**src/rtl/stack_sequencer_pkg.sv**
```systemverilog
// -----------------------------------------------------------------------------
// stack_sequencer_pkg
// Shared CPU stack-sequencing definitions:
//   stack_state_t      - sequencer FSM states
//   STACK_PAGE_DEFAULT - high byte of every stack address (6502 page 1)
//   STK_LEN_*          - transfer length encodings (0 is illegal, 1..3 bytes)
//   stk_byte_sel       - picks byte n out of a 24-bit payload
// -----------------------------------------------------------------------------
package stack_sequencer_pkg;

  typedef enum logic [2:0] {
    IDLE,
    PUSH,
    PRE_INC,
    PULL,
    DONE
  } stack_state_t;

  localparam logic [7:0] STACK_PAGE_DEFAULT = 8'h01;

  localparam logic [1:0] STK_LEN_0 = 2'd0;
  localparam logic [1:0] STK_LEN_1 = 2'd1;
  localparam logic [1:0] STK_LEN_2 = 2'd2;
  localparam logic [1:0] STK_LEN_3 = 2'd3;

  // Byte n of a 24-bit word; index 3 has no byte and yields zero.
  function automatic logic [7:0] stk_byte_sel(input logic [23:0] word,
                                              input logic [1:0]  n);
    logic [7:0] b;
    case (n)
      2'd0:    b = word[7:0];
      2'd1:    b = word[15:8];
      2'd2:    b = word[23:16];
      default: b = 8'h00;
    endcase
    return b;
  endfunction

endpackage

```
**src/rtl/stack_sequencer.sv**
```systemverilog
// -----------------------------------------------------------------------------
// stack_sequencer
// Sequences 1..3 byte pushes/pulls through the stack page using the external
// S register as pointer. Advances only on cpu_en cycles.
//
// Optional feature: define STACK_WRAP_CHECK_EN to enable the sticky
// stack_wrap flag; otherwise stack_wrap is tied low.
//
// Ports:
//   clk, reset_n         clock, synchronous active-low reset
//   cpu_en               CPU clock-enable; gates state advance and strobes
//   cmd_valid/cmd_ready  command handshake (ready only in IDLE)
//   cmd_pull, cmd_len    direction (1 = pull) and byte count (0 = discard)
//   push_data            push payload, latched at accept
//   s_in, s_inc, s_dec   S register value and its update strobes
//   mem_addr, mem_wd, mem_we, mem_re, mem_rd   CPU memory bus
//   busy, done           not-IDLE flag and one-cycle completion pulse
//   pull_data            assembled pull result (byte 0 = first pulled)
//   stack_wrap           sticky S wrap-around flag
// -----------------------------------------------------------------------------
module stack_sequencer
  import stack_sequencer_pkg::*;
#(
  parameter logic [7:0] STACK_PAGE = STACK_PAGE_DEFAULT
) (
  input  logic        clk,
  input  logic        reset_n,
  input  logic        cpu_en,
  input  logic        cmd_valid,
  output logic        cmd_ready,
  input  logic        cmd_pull,
  input  logic [1:0]  cmd_len,
  input  logic [23:0] push_data,
  input  logic [7:0]  s_in,
  output logic        s_inc,
  output logic        s_dec,
  output logic [15:0] mem_addr,
  output logic [7:0]  mem_wd,
  output logic        mem_we,
  output logic        mem_re,
  input  logic [7:0]  mem_rd,
  output logic        busy,
  output logic        done,
  output logic [23:0] pull_data,
  output logic        stack_wrap
);

  stack_state_t state_q;
  logic [1:0]   cnt_q;        // push: byte still to write; pull: index of last byte
  logic [1:0]   idx_q;        // pull: byte currently being read
  logic [23:0]  data_q;
  logic [23:0]  pull_data_q;

  always_ff @(posedge clk) begin
    if (!reset_n) begin
      state_q     <= IDLE;
      cnt_q       <= 2'd0;
      idx_q       <= 2'd0;
      data_q      <= 24'h0;
      pull_data_q <= 24'h0;
    end else if (cpu_en) begin
      case (state_q)
        IDLE: begin
          if (cmd_valid) begin
            data_q <= push_data;
            cnt_q  <= cmd_len - STK_LEN_1;
            if (cmd_len == STK_LEN_0) begin
              state_q <= DONE;          // illegal length: swallow, no bus traffic
            end else if (cmd_pull) begin
              state_q     <= PRE_INC;
              pull_data_q <= 24'h0;
            end else begin
              state_q <= PUSH;
            end
          end
        end
        PUSH: begin
          if (cnt_q == 2'd0) state_q <= DONE;
          else               cnt_q   <= cnt_q - 2'd1;
        end
        PRE_INC: begin
          idx_q   <= 2'd0;
          state_q <= PULL;
        end
        PULL: begin
          pull_data_q[{idx_q, 3'b000} +: 8] <= mem_rd;
          if (idx_q == cnt_q) state_q <= DONE;
          else                idx_q   <= idx_q + 2'd1;
        end
        DONE:    state_q <= IDLE;
        default: state_q <= IDLE;
      endcase
    end
  end

  // Bus and strobes follow the state directly so S updates on the same edge
  // as the access that used it.
  assign mem_addr  = {STACK_PAGE, s_in};
  assign mem_we    = cpu_en && (state_q == PUSH);
  assign s_dec     = cpu_en && (state_q == PUSH);
  assign mem_re    = cpu_en && ((state_q == PRE_INC) || (state_q == PULL));
  // The last pulled byte leaves S pointing at it, as the 6502 does.
  assign s_inc     = cpu_en && ((state_q == PRE_INC) ||
                                ((state_q == PULL) && (idx_q != cnt_q)));
  assign mem_wd    = (state_q == PUSH) ? stk_byte_sel(data_q, cnt_q) : 8'h00;
  assign cmd_ready = (state_q == IDLE);
  assign busy      = (state_q != IDLE);
  assign done      = cpu_en && (state_q == DONE);
  assign pull_data = pull_data_q;

`ifdef STACK_WRAP_CHECK_EN
  logic wrap_q;

  always_ff @(posedge clk) begin
    if (!reset_n) begin
      wrap_q <= 1'b0;
    end else if ((s_dec && (s_in == 8'h00)) || (s_inc && (s_in == 8'hFF))) begin
      wrap_q <= 1'b1;
    end
  end

  assign stack_wrap = wrap_q;
`else
  assign stack_wrap = 1'b0;
`endif

endmodule
```
**config.mk**
```make
export PLATFORM = sky130hd
export DESIGN_NAME = stack_sequencer
export DESIGN_NICKNAME = d
export VERILOG_FILES = /design/src/rtl/stack_sequencer_pkg.sv /design/src/rtl/stack_sequencer.sv
export SDC_FILE = /design/constraint.sdc
export NUM_CORES = 1
export LEC_CHECK = 0
export CAP_MARGIN = 25
export CORE_MARGIN = 3
export CORE_UTILIZATION = 31
export CTS_BUF_LIST = sky130_fd_sc_hd__clkbuf_4 sky130_fd_sc_hd__clkbuf_8
export DETAILED_ROUTE_END_ITERATION = 12
export GPL_TIMING_DRIVEN = 0
export SYNTH_ARGS = -nofsm -noshare
export SYNTH_HDL_FRONTEND = slang
export SYNTH_SLANG_ARGS = --single-unit
```
**constraint.sdc**
```tcl
create_clock -name clk -period 2.3 [get_ports clk]
set_clock_uncertainty 0.05 [all_clocks]
set_input_delay 0.69 -clock clk [delete_from_list [all_inputs] [get_ports clk]]
set_output_delay 0.69 -clock clk [all_outputs]
set_load 0.02 [all_outputs]
```
* After elaboration in Yosys (flattened, before gate mapping)
Index checks and enable logic that the tools add are counted.
** Storage, ports and cells
- Logic and storage cells :: 63
- Input port bits :: 47
- Flip-flop bits (word level) :: 55
** Operators by class
- Reduce and logical (&&, ||, !) cells :: 19
- Add/sub/neg operators :: 4
- Equal/unequal tests :: 15
- Muxes and demuxes :: 18
- Shift operators :: 2
** Operators by type and width (count)
- $mux 24 :: 3
- $pmux 24 s2 :: 1
- $bwmux 24 :: 1
- $pmux 8 s3 :: 1
- $shift 8x7->24 const A :: 1
- $shiftx 8x7->24 :: 1
- $mux 3 :: 4
- $ne 2x2->1 const B :: 6
- $pmux 3 s4 :: 1
- $mux 2 :: 4
- $mux 8 :: 1
- $pmux 2 s2 :: 2
- $reduce_and 4->1 :: 2
- $neg 5->7 :: 1
- $eq 3x2->1 const B :: 2
- $reduce_and 3->1 :: 2
- $reduce_bool 2->1 :: 3
- $logic_and 1x1->1 :: 5
- $reduce_and 5->1 :: 1
- $logic_not 2->1 :: 2
- $sub 2x1->2 const B :: 2
- $eq 3x1->1 const B :: 1
- $eq 3x3->1 const B :: 1
- $logic_not 3->1 :: 1
- other kinds (8) :: 9

* Logic depth before layout (Yosys ltp)
- Depth after elaboration :: 4
- Depth in mapped cells :: 6

* Least setup slack after synthesis
No wires, ideal clock.
- Path type :: input to output
- From :: input port cpu_en
- To :: output port s_inc
- Required time :: 1.560 ns
- Path slack :: -0.201 ns
- Stages on the path :: 4
- Arrival :: 1.761 ns
- Path through :: clkbuf_1 -> and3b_1 -> clkbuf_1 -> o31a_1
** On the way
- Longest elaborated chain between the ends :: 1
** RTL lines
- start: declaration :: RTL line stack_sequencer.sv:28 : input logic cpu_en,
- $logic_and 1x1->1 :: RTL line stack_sequencer.sv:103 : assign s_inc = cpu_en && ((state_q == PRE_INC) ||
- end: declaration :: RTL line stack_sequencer.sv:35 : output logic s_inc,
No other way between the ends.

* Worst setup path after layout
- From :: register cnt_q[0]
- To :: output port mem_wd[1]
** On the way
- Longest elaborated chain between the ends :: 3
- Elaborated cells on any way between the ends :: 5
- Those cells by class :: eq/ne: 2; mux: 2; reduce/logical: 1
** RTL lines
- start: declaration :: RTL line stack_sequencer.sv:49 : logic [1:0] cnt_q;
- start signal: assignment :: RTL line stack_sequencer.sv:66 : cnt_q <= cmd_len - STK_LEN_1;
- start signal: assignment :: RTL line stack_sequencer.sv:79 : else cnt_q <= cnt_q - 2'd1;
- $eq 2x2->1 (tied with other cells) :: RTL line stack_sequencer_pkg.sv:30 : case (n)
- $pmux 8 s3 * :: RTL line stack_sequencer_pkg.sv:30
- $mux 8 * :: RTL line stack_sequencer.sv:105 : assign mem_wd = (state_q == PUSH) ? stk_byte_sel(data_q, cnt_q) : 8'h00;
- end: declaration :: RTL line stack_sequencer.sv:38 : output logic [7:0] mem_wd,
Mark *: on every way between the ends. The rest lies on a longest branch, timed or not.

==> impl_metrics.py <==
metrics = {
    "synth": {
        "ys_ff_latch": 55,
        "synth_most_common_cell": "dfxtp_1",
        "synthAdderAreaFrac": 0.04128,
        "yosys.area_share.simple": 0.1661,
        "synthArstFlopShare": 0,
        "yosys.area.top_type": "dfxtp_1",
        "synth_mux_area_frac": 0.03349,
        "synth_top_family_by_area": "compound AO/OA/AOI/OAI gates",
        "yosys-top-cells-count": "dfxtp_1, nand3_1, o21ai_0",
        "synthTopCellsByArea": "dfxtp_1, nand3_1, a32o_1",
        "synth_warnings": 0,
        "netlist_area_um2": 2728,
        "synth_cell_types": 46,
        "avgSynthCellArea_um2": 8.799,
        "synth_xor_area_frac": 0.006422,
        "synth_compound_area_frac": 0.2399,
        "synth-edff-count": 0,
        "yosysSeqAreaShare": 0.4037,
        "synth_ff_type": "dfxtp_1",
        "syn_inst": 310,
        "synth_top_area_frac": 0.4037,
    },
    "placement": {
        "numPortBuffers": 85,
        "hpwl_um": 5871,
        "gp_congestion": 0.8079,
    },
    "timing": {
        "fin_ws_ns": -0.1021,
        "max_freq_ghz": 0.4163,
        "drv_slew": 0,
        "hold_viol": 0,
        "fin_crit_ns": 2.402,
        "setup_tns_ns": -0.1845,
        "fin_crit_sh": 1.044,
        "hold_ws_ns": 0.4163,
        "setup_violations": 5,
        "tightest_slew_ns": 0.5739,
        "max_slew_margin": 0.6164,
        "rsz0062_at_grt": "yes",
    },
    "route": {
        "totalWireLength_um": 7981,
        "first_pass_iters": 5,
        "drc_errors": 0,
        "drt-wirelength-per-cell_um": 15.17,
        "post_drt_via_cell_ratio": 5.118,
        "detailroute.via_count": 2692,
        "drtIter0Drc": 141,
        "ant_nets": 0,
    },
    "global_route": {
        "use_met1": 0.2022,
        "overflow": 0,
        "antenna_found_initial": 0,
        "grt_pass1_vias": 2677,
        "track_usage": 0.1601,
        "busiest_layer": "met2",
        "grt_use_met2": 0.2796,
        "grt_pass1_wl_um": 13120,
        "grt_max_degree": 19,
        "grtUsageMet3": 0.04100,
    },
    "clock_tree": {
        "cts-htree-levels": 2,
        "insertion_delay_ns": 0.30,
        "cts_root_buf": "clkbuf_8",
        "cts_hold_buf": 0,
        "cts_buffer_depth": 2,
        "cts_made_buffers": 5,
        "cts.sinks": 55,
        "cts_tree": "done",
        "clk_pin_slew_ns": 0.10,
    },
    "power_and_ir_drop": {
        "seq_power_share": 0.509,
        "combinationalPowerShare": 0.215,
        "vdd_drop_max_uv": 323.7,
        "clkPwrFrac": 0.276,
        "power.internal_mw": 1.407,
        "switching_share": 0.2859,
        "power_density_nw_per_um2": 489.6,
        "power_switching_uw": 563.3,
        "power.leakage_nw": 1.513,
    },
    "setup_path": {
        "path_max_fanout": 8,
        "r2r-start": "idx_q[0]",
        "worstSetupStartpointType": "register",
        "r2r_end": "pull_data[9]",
        "cp-end-kind": "primary output",
        "cp_slowest_cell": "dfxtp_4",
        "crit_chain": "clkinvlp_4, ha_4, a222oi_1, nor2_1, buf_2",
        "required_ns": 1.56,
        "r2r_cells": 6,
        "reg2reg_slack_ns": 0.31,
        "slowest_delay_ns": 0.39,
        "crit_type": "reg2out",
        "arrival_ns": 1.66,
        "critical_path_buf_inv_count": 2,
        "cp_top_family": "flip-flops",
    },
    "floorplanning": {
        "die_h_um": 99.80,
        "dieWidth_um": 99.80,
        "rows": 33,
        "core_um2": 8382,
        "die_area_um2": 9960,
        "start_util": 0.3254,
        "ioPinCount": 103,
    },
    "finish": {
        "drive_gt1_frac": 0.1995,
        "antennaDiodeCount": 0,
        "area_growth_pct": 47.57,
        "nNetsFinal": 476,
    },
    "status": {
        "status": "complete, but fails checks",
        "violations": "negative setup slack",
    },
    "worst_hold_path": {
        "worstHoldPathCells": 2,
        "hold-path-endpoint": "pull_data[2]",
        "hold_path.class": "reg2reg",
        "hold_path_startpoint": "pull_data[2]",
    },
    "run": {
        "drv_cap": 0,
    },
}
[worst min-delay path: stages (launching register included)]
cell and delay (ns):
dfxtp_1 0.32, nand2_1 0.05, mux2i_1 0.05
[flip-flops by register name (all words and copies together), names as in the netlist]
| name | cells |
|---|---|
| data_q | 24 |
| pull_data | 24 |
| state_q | 3 |
| cnt_q | 2 |
| idx_q | 2 |
[how the worst max path moves through the flow]
| stage | start | endpoint | slack, ns | cells past startpoint |
|---|---|---|---|---|
| 2_1_floorplan | cpu_en | s_inc | 0.05 | 4 |
| 6_report | cnt_q[0] | mem_wd[1] | -0.10 | 5 |
| 5_1_grt | cnt_q[0] | mem_wd[1] | -0.20 | 5 |
| 4_1_cts | cnt_q[0] | mem_wd[1] | -0.14 | 5 |
| 3_3_place_gp | cpu_en | s_inc | -1.09 | 6 |
| 3_5_place_dp | cpu_en | s_inc | -1.06 | 6 |
[layout make-up]
cell class,count,area [um^2]
fillers,798,4357
multi-input cells,205,1450
flip-flops and latches,55,1112
repair buffers,101,939.7
plain buffers,40,251.5
well taps,105,131.4
clock buffers,5,68.82
inverters,12,48.80
clock inverters,3,22.52
[per-stage QoR]
stage | instance area [um^2] | total power, mW | setup WS, ns | util | instances
after global placement | 3739 | 1.394 | -1.093 | 0.4460 | 507
final | 4025 | 1.971 | -0.1021 | 0.4802 | 526
after CTS | 3963 | 1.967 | -0.1436 | 0.4728 | 521
after floorplan | 2756 | 1.236 | 0.04740 | - | 317
after detailed placement | 3739 | 1.398 | -1.064 | 0.4460 | 507
after global routing | 4025 | 2.074 | -0.1981 | 0.4802 | 526
[cells by family (layout without fill, tap and decap cells)]
kind of cell	after synthesis	in the layout
AOI/OAI and AO/OA	92	92
and+or+nand+nor	84	84
buffers and inverters	57	161
DFF	55	55
adders and majority gates	9	9
muxes	9	9
other	2	9
xor gates and xnor gates	2	2
[power by group through the flow]
stage / combinational [mW] / clock, mW / sequential (mW)
2_1_floorplan: 0.221 / 0 / 1.02
3_3_place_gp: 0.371 / 0 / 1.02
3_5_place_dp: 0.374 / 0 / 1.02
4_1_cts: 0.402 / 0.563 / 1.00
5_1_grt: 0.461 / 0.607 / 1.01
6_report: 0.424 / 0.545 / 1.00
[what timing repair did]
item,4_1_cts,5_1_grt
setup endpoints to repair,25,24
pin swaps,5,8
resized for setup,78,25
setup buffers,10,6
[layout by cell type (no fill, tap or decap), types with 2 or more instances in the layout]
master / count
and4_1: 2
clkdlybuf4s50_1: 69
o21ai_0: 26
buf_6: 7
a32o_1: 17
clkbuf_4: 2
dfxtp_4: 2
nor2_1: 11
nand3_1: 35
dlygate4sd2_1: 2
clkbuf_1: 16
o31ai_1: 3
clkbuf_8: 6
o2111ai_1: 2
ha_2: 2
and3b_1: 2
a222oi_1: 8
o31a_1: 2
nor3b_1: 2
buf_2: 10
dfxtp_2: 3
a21oi_1: 25
and4b_1: 2
buf_4: 32
ha_1: 5
conb_1: 9
nand2_1: 15
mux2i_1: 8
inv_1: 11
ha_4: 2
dfxtp_1: 50
[metal layers]
metal / share of wire / vias up
li1: - / 1333
met1: 0.43 / 1272
met2: 0.49 / 85
met3: 0.075 / 2
met4: 0.0031 / 0
met5: 0 / -
(Power assumes the default switching activity.)
